[config.mk]
export PLATFORM = sky130hd
export DESIGN_NAME = adsr_envelope
export DESIGN_NICKNAME = d
export VERILOG_FILES = /design/src/rtl/adsr_envelope.sv
export SDC_FILE = /design/constraint.sdc
export NUM_CORES = 1
export LEC_CHECK = 0
export CORE_UTILIZATION = 46
export CTS_CLUSTER_SIZE = 24
export DETAILED_ROUTE_END_ITERATION = 7
export PLACE_DENSITY = 0.66
export SLEW_MARGIN = 20
export SYNTH_ARGS = -nofsm -noshare
export SYNTH_HDL_FRONTEND = slang
export SYNTH_SLANG_ARGS = --single-unit
[constraint.sdc]
create_clock -name clk -period 15.1 [get_ports clk]
set_input_delay 2.265 -clock clk [delete_from_list [all_inputs] [get_ports clk]]
set_output_delay 2.265 -clock clk [all_outputs]
set_load 0.1 [all_outputs]
[src/rtl/adsr_envelope.sv]
// ADSR amplitude envelope: scales the oscillator sample by an attack/decay/sustain/release level.
// Latency: 1 clk from sample_in/env_level to sample_out; gate acts 2 clks after it changes.
// Backpressure: none; streams one sample per clk. ADSR_EXP_RELEASE_EN selects exponential release.
module adsr_envelope #(
  parameter int unsigned TICK_DIV = 1000,
  parameter int unsigned ENV_W    = 16
) (
  input  logic             clk,
  input  logic             rst_n,
  input  logic             gate,
  input  logic [ENV_W-1:0] attack_step,
  input  logic [ENV_W-1:0] decay_step,
  input  logic [ENV_W-1:0] sustain_level,
  input  logic [ENV_W-1:0] release_step,
  input  logic [15:0]      sample_in,
  output logic [15:0]      sample_out,
  output logic [ENV_W-1:0] env_level,
  output logic [2:0]       env_state,
  output logic             busy
);

  typedef enum logic [2:0] {
    S_IDLE    = 3'd0,
    S_ATTACK  = 3'd1,
    S_DECAY   = 3'd2,
    S_SUSTAIN = 3'd3,
    S_RELEASE = 3'd4
  } state_t;

  localparam logic [15:0]      TICK_MAX  = 16'(TICK_DIV - 1);
  localparam logic [ENV_W-1:0] LEVEL_MAX = '1;

  state_t           state_q, state_d;
  logic [ENV_W-1:0] level_q, level_d;
  logic [15:0]      cnt_q, cnt_d;
  logic             gate_q, gate_d;
  logic             busy_q, busy_d;
  logic [15:0]      sample_out_q, sample_out_d;
  logic             tick;

  logic [ENV_W:0]   attack_sum;
  logic [ENV_W:0]   decay_diff;
  logic [ENV_W-1:0] rel_dec;
  logic             rel_instant;
  logic signed [32:0] prod;

  // Free-running prescaler; gate activity never restarts it.
  always_comb begin
    tick  = (cnt_q == TICK_MAX);
    cnt_d = tick ? 16'd0 : cnt_q + 16'd1;
  end

`ifdef ADSR_EXP_RELEASE_EN
  logic [ENV_W-1:0] rel_shr4;
  logic [ENV_W-1:0] rel_shr8;
  logic [ENV_W-1:0] rel_max;
  always_comb begin
    rel_shr4    = level_q >> 4;
    rel_shr8    = release_step >> 8;
    rel_max     = (rel_shr4 > rel_shr8) ? rel_shr4 : rel_shr8;
    rel_dec     = (rel_max == '0) ? {{(ENV_W-1){1'b0}}, 1'b1} : rel_max;
    rel_instant = 1'b0;
  end
`else
  always_comb begin
    rel_dec     = release_step;
    rel_instant = (release_step == '0);
  end
`endif

  always_comb begin
    attack_sum = {1'b0, level_q} + {1'b0, attack_step};
    decay_diff = {1'b0, level_q} - {1'b0, decay_step};
  end

  // Gate edges are seen as gate_q disagreeing with the current phase, so a
  // gate change always wins over a coincident tick and leaves the level alone.
  always_comb begin
    state_d = state_q;
    level_d = level_q;
    gate_d  = gate;
    case (state_q)
      S_IDLE: begin
        level_d = '0;
        if (gate_q) begin
          state_d = S_ATTACK;
        end
      end
      S_ATTACK: begin
        if (!gate_q) begin
          state_d = S_RELEASE;
        end else if (tick) begin
          if (attack_step == '0 || attack_sum[ENV_W] || attack_sum[ENV_W-1:0] == LEVEL_MAX) begin
            level_d = LEVEL_MAX;
            state_d = S_DECAY;
          end else begin
            level_d = attack_sum[ENV_W-1:0];
          end
        end
      end
      S_DECAY: begin
        if (!gate_q) begin
          state_d = S_RELEASE;
        end else if (tick) begin
          // Also covers sustain_level at or above the entry level.
          if (decay_step == '0 || decay_diff[ENV_W] || decay_diff[ENV_W-1:0] <= sustain_level) begin
            level_d = sustain_level;
            state_d = S_SUSTAIN;
          end else begin
            level_d = decay_diff[ENV_W-1:0];
          end
        end
      end
      S_SUSTAIN: begin
        if (!gate_q) begin
          state_d = S_RELEASE;
        end else if (tick) begin
          level_d = sustain_level;
        end
      end
      S_RELEASE: begin
        if (gate_q) begin
          state_d = S_ATTACK;
        end else if (tick) begin
          if (rel_instant || level_q <= rel_dec) begin
            level_d = '0;
            state_d = S_IDLE;
          end else begin
            level_d = level_q - rel_dec;
          end
        end
      end
      default: begin
        state_d = S_IDLE;
        level_d = '0;
      end
    endcase
    busy_d = (state_d != S_IDLE);
  end

  // Signed sample times unsigned level; keeping the top half is an arithmetic floor.
  always_comb begin
    prod         = $signed({{17{sample_in[15]}}, sample_in}) * $signed({17'b0, level_q});
    sample_out_d = 16'(prod >>> 16);
  end

  always_ff @(posedge clk or negedge rst_n) begin
    if (!rst_n) begin
      state_q      <= S_IDLE;
      level_q      <= '0;
      cnt_q        <= '0;
      gate_q       <= 1'b0;
      busy_q       <= 1'b0;
      sample_out_q <= '0;
    end else begin
      state_q      <= state_d;
      level_q      <= level_d;
      cnt_q        <= cnt_d;
      gate_q       <= gate_d;
      busy_q       <= busy_d;
      sample_out_q <= sample_out_d;
    end
  end

  assign sample_out = sample_out_q;
  assign env_level  = level_q;
  assign env_state  = state_q;
  assign busy       = busy_q;

endmodule
## Word level (Yosys, flattened, before mapping)

Index checks and enable logic that the tools add are counted.

| storage, ports and cells | value |
|---|---|
| register bits after elaboration | 53 |
| output and inout port bits | 36 |
| bits of input ports | 83 |

| cells by class | value |
|---|---|
| add/sub/neg operators | 4 |
| order comparisons | 2 |
| mux-type cells | 25 |
| eq/ne operators | 14 |
| multiply operators | 1 |
| reductions and logical operators | 11 |

Operator list:

| cell | count |
|---|---|
| 16-bit 2-to-1 mux | 12 |
| 16-bit one-hot mux with 4 select lines | 1 |
| 16-bit zero test | 3 |
| 3-bit 2-to-1 mux | 11 |
| 16-bit less-or-equal comparator | 2 |
| 16-bit by 17-bit multiplier with 32-bit output | 1 |
| 16-bit by 16-bit adder with 17-bit output | 1 |
| 16-bit by 16-bit subtractor with 17-bit output | 1 |
| 16-bit by 1-bit adder with 16-bit output (second input constant) | 1 |
| 16-bit by 10-bit equality test with 1-bit output (second input constant) | 1 |
| 16-bit equality test (second input constant) | 1 |
| 2-bit inequality test (second input constant) | 8 |
| 16-bit subtractor | 1 |
| 3-bit one-hot mux with 5 select lines | 1 |
| 8-bit AND reduction | 1 |
| 3-bit by 2-bit equality test with 1-bit output (second input constant) | 2 |
| 1-bit logical OR | 5 |
| 3-bit by 1-bit equality test with 1-bit output (second input constant) | 1 |
| 3-bit equality test (second input constant) | 1 |
| 3-bit zero test | 1 |
| 3-bit nonzero test | 1 |

## Depth between registers and ports, before layout

| logic depth | value |
|---|---|
| word-level depth | 8 |
| depth in mapped cells | 24 |
| gate-level depth less buffers | 23 |

## Worst setup path after synthesis

No wires, ideal clock.

| timing path | value |
|---|---|
| kind | input -> register |
| start point | input port sample_in[7] |
| end point | register sample_out_q[15], in the netlist sample_out[15] |
| cell stages on the path | 22 |
| setup time | 125 ps |
| buffers on the path | 1 |
| data arrival time | 7565 ps |
| setup slack | 7410 ps |
| path through | clkbuf_1 nand2_1 fa_1 inv_1 fa_1 inv_1 fa_1 inv_1 fa_1 fa_1 inv_1 fa_1 inv_1 ha_1 and4_1 a31oi_1 o21ai_1 o311ai_2 nand3_1 and3_1 or3_1 xnor2_1 |

| between the ends | value |
|---|---|
| cells in the longest elaborated chain, start to end | 1 |

RTL lines:

| element | line | source |
|---|---|---|
| start, declared | 15 | `input logic [15:0] sample_in,` |
| 16-bit by 17-bit multiplier with 32-bit output | 143 | `prod = $signed({{17{sample_in[15]}}, sample_in}) * $signed({17'b0, level_q});` |
| net prod[31] | 45 | `logic signed [32:0] prod;` |
| end signal, assigned | 161 | `sample_out_q <= sample_out_d;` |
| end, declared | 38 | `logic [15:0] sample_out_q, sample_out_d;` |

The timed path passes the listed nets, and every way through them passes these cells.
A chain may end at the register's enable or synchronous reset.

## Final worst setup path

| timing path | value |
|---|---|
| start point | input port sample_in[10] |
| end point | register sample_out_q[15], in the netlist sample_out[15] |

Same word-level chain as after synthesis.

==> run metrics <==
CP max-delay cell a2111oi_0; share of the synthesized area in the top cell type 0.290; Primary FF master, synth dfrtp_1; minimum clock period slightly above 9 ns; largest cells by area after synthesis fa_1, ha_1, dfrtp_1, inv_1, and2_1; DP Wirelength between 30000 and 40000 um; cell chosen for the clock root clkbuf_16; setup bufs post-CTS 0; area of the die between 30000 and 40000 sq um; Multi-input gate area between 10000 and 15000 sq um; XOR/XNOR Fraction of Synth Area 0.0431; antenna violations before repair 2; maximum number of pins on one net before global-route repair between 50 and 60; Leak Pwr just under 8 nW; number of vias in the routed layout between 10000 and 15000; fraction of registers with async set or reset after synthesis 1.00; number of maximum-capacitance violations 0; crit end category flop; vias per cell 5.51; # resized after CTS 0; layout overhead on the synthesized area 13.3%; cell type with the highest occurrence count on the critical path fa_1; max frequency ~110 MHz; Clk Latency, worst-skew pair 0.32 ns; Non-Filler Instances slightly above 2000; run status complete, no violations; Hold Path Depth 1; core area about 29000 sq um; number of flops mapped to enable cells by yosys 0; vias in the first global route around 12000; TritonCTS clock tree built; DRC violation count after routing 0; number of design-rule violations left by the first detailed-router iteration a little under 700; clock edge transition at the registers on the reported setup and hold paths 0.08 ns; Site Rows 62; H-tree levels 2; crit path max fanout 16; total CTS buffers 5; Starting Density 0.469; Avg Inst Size Synth between 8 and 9 sq um; Setup Total Neg Slack 0 ns; worst-margin pin slew 1.17 ns; net count of the finished layout ~2100; leftover overflow at the end of global routing 0; Top Family by Delay on Critical Path adder cells; total chip power 0.00113 W; GRT Overall Usage 0.259; commonest cells after routing, fill and taps aside inv_1, fa_1, ha_1, nand2_1, and2_1; pwr dens 73.8 nW/um^2; largest family of logic cells by synthesized area adder cells; required arrival time at the worst endpoint ~15 ns; Synth Area in Compound Gates 0.122; largest stage delay on the critical path 0.94 ns; total of warnings raised by yosys 0; cell breakdown of the critical path clkdlybuf4s50_1 > and2_1 > fa_1 > inv_1 > fa_1 > inv_1 > fa_1 > fa_1 > fa_1 > fa_1 > ha_1 > a2111oi_0 > o21ai_1 > o311ai_2 > nand3_1 > and3_1 > or3_1 > xnor2_1; number of gates on the worst path with buffers counted 18; skew final roughly 0.014 ns; kind of critical path input pin to flop; total setup violations reported at the end of the flow 0; number of hold buffers added after cts 0; die extent in x 174 um; headroom to the max-slew limit 0.197; Max Transition Viols Final 0; most common library cell in the layout ignoring fill and taps inv_1; wire length of the first global-routing pass around 61000 um; cell area after technology mapping 13500 sq um; wire length per cell roughly 18 um; mux contribution to synthesized area 0.00610; number of ports placed on the die boundary ~120; Post-Synth Simple-Gate Area 0.180; ratio of cells with drive above 1 in the final layout 0.0335; die height ~170 um; count of input and output buffers 118; aggregate routed wire length ~37000 um; count of mapped cells out of synthesis around 1600; count of state elements after synthesis 53; placed cells between 2000 and 2500; count of antenna-violating nets left after detailed routing 0; unrepaired setup endpoints after global routing no; Hold Violations, Final 0; Bufs and invs on worst path 3; worst min path class flop to flop; share of synthesized area occupied by flip-flops and latches 0.0979; depth of the most critical reg-to-reg path 19; adder-cell area share of the yosys netlist 0.455; count of clock tree sinks between 50 and 60; crit path launch type input pin; placement-stage cell area 15200 sq um; fillers roughly 2700; IR drop worst, VDD just over 0.08 mV; Synth Net Count 2026; routability cong. about 0.94; Sequential cell area between 1000 and 1500 sq um; Non-Filler Cell Area, Final 15300 sq um; maximum number of buffers from clock root to sink 2; distinct cell type count after synthesis 79; arrival time worst endpoint 9.38 ns; library cell occupying the most area in the post-synthesis netlist fa_1; post-route fraction of the period consumed by the critical path 0.608; iteration count of the initial detailed-routing pass 5
[per-stage QoR]
| stage | util | worst slack (ns) | hold WS [ns] |
|---|---|---|---|
| CTS | 0.531 | 5.98 | 0.481 |
| global route | 0.531 | 5.76 | 0.500 |
| detailed placement | 0.526 | 5.67 | 0.469 |
| global placement | 0.526 | 5.70 | 0.453 |
| finish | 0.531 | 5.91 | 0.470 |
| floorplan | - | 7.41 | 0.433 |
[layer usage]
layer	vias to the layer above	share of wire	GRT usage
met5	-	0	0
met4	0	0.033	0.0903
met3	58	0.051	0.0237
met2	319	0.48	0.429
met1	5670	0.44	0.355
li1	5284	-	-
[kinds of logic (layout without fill, tap and decap cells)]
logic type	after synthesis	after routing
buf+inv	342	445
mux	8	8
fa+ha+maj	375	375
other cells	0	2
simple gates	485	485
flops	53	53
compound gates	240	240
xor+xnor	65	65
[registers in the layout (all words and copies together), names as in the netlist]
register,flops
cnt_q,16
sample_out,16
env_state,3
busy,1
env_level,16
gate_q,1
[final timing paths]
check | startpoint | to | slack, ns
hold reg to reg | cnt_q[0] | cnt_q[0] | 0.47
setup / recovery | sample_in[10] | sample_out[15] | 5.91
max in group asynchronous | rst_n | env_level[1] | 12.53
setup reg to reg | env_level[7] | sample_out[15] | 7.89
min in group asynchronous | rst_n | sample_out[3] | 2.06
hold / removal | cnt_q[0] | cnt_q[0] | 0.47
[where the power goes]
group          internal (W)  switching (W)
Clock             0.0000639      0.0000640
Sequential         0.000167      0.0000146
Combinational      0.000290       0.000532
Total              0.000522       0.000611
[cell type report]
| type | instances | share of cell area |
|---|---|---|
| Clock inverter | 3 | 0.00188 |
| Multi-Input combinational cell | 1173 | 0.712 |
| Tap cell | 384 | 0.0313 |
| Clock buffer | 5 | 0.00816 |
| Sequential cell | 53 | 0.0865 |
| Inverter | 298 | 0.0729 |
| Timing Repair Buffer | 139 | 0.0870 |
| Antenna cell | 2 | 0.000326 |
[worst register-to-register path, delay by kind of cell, from the launching register on]
family	cells	cell delay [ns]
adders and majority gates	7	3.17
AOI/OAI and AO/OA	3	1.77
and+or+nand+nor	4	0.85
DFF	1	0.64
buffers and inverters	4	0.50
xor gates and xnor gates	1	0.14
[Yosys cell counts, drive strengths merged (3+ instances only)]
cell type	count
inv	297
a31o	4
a21boi	5
and4	5
a211oi	7
nand3	22
o31ai	7
a31oi	12
nor3	9
dfrtp	53
o21bai	6
a21oi	61
a21o	23
and3	9
or3	4
fa	196
xnor2	41
clkbuf	41
and2	125
nor4	17
a22o	5
nor2b	7
a222oi	9
buf	3
nor2	65
nand2b	18
a211o	3
ha	179
o221ai	7
nand3b	3
nand4b	4
o21a	10
xor2	24
nand4	12
o211ai	9
nand2	178
mux2i	6
o21ai	50
Note: power is estimated with default switching activity, not from simulation.
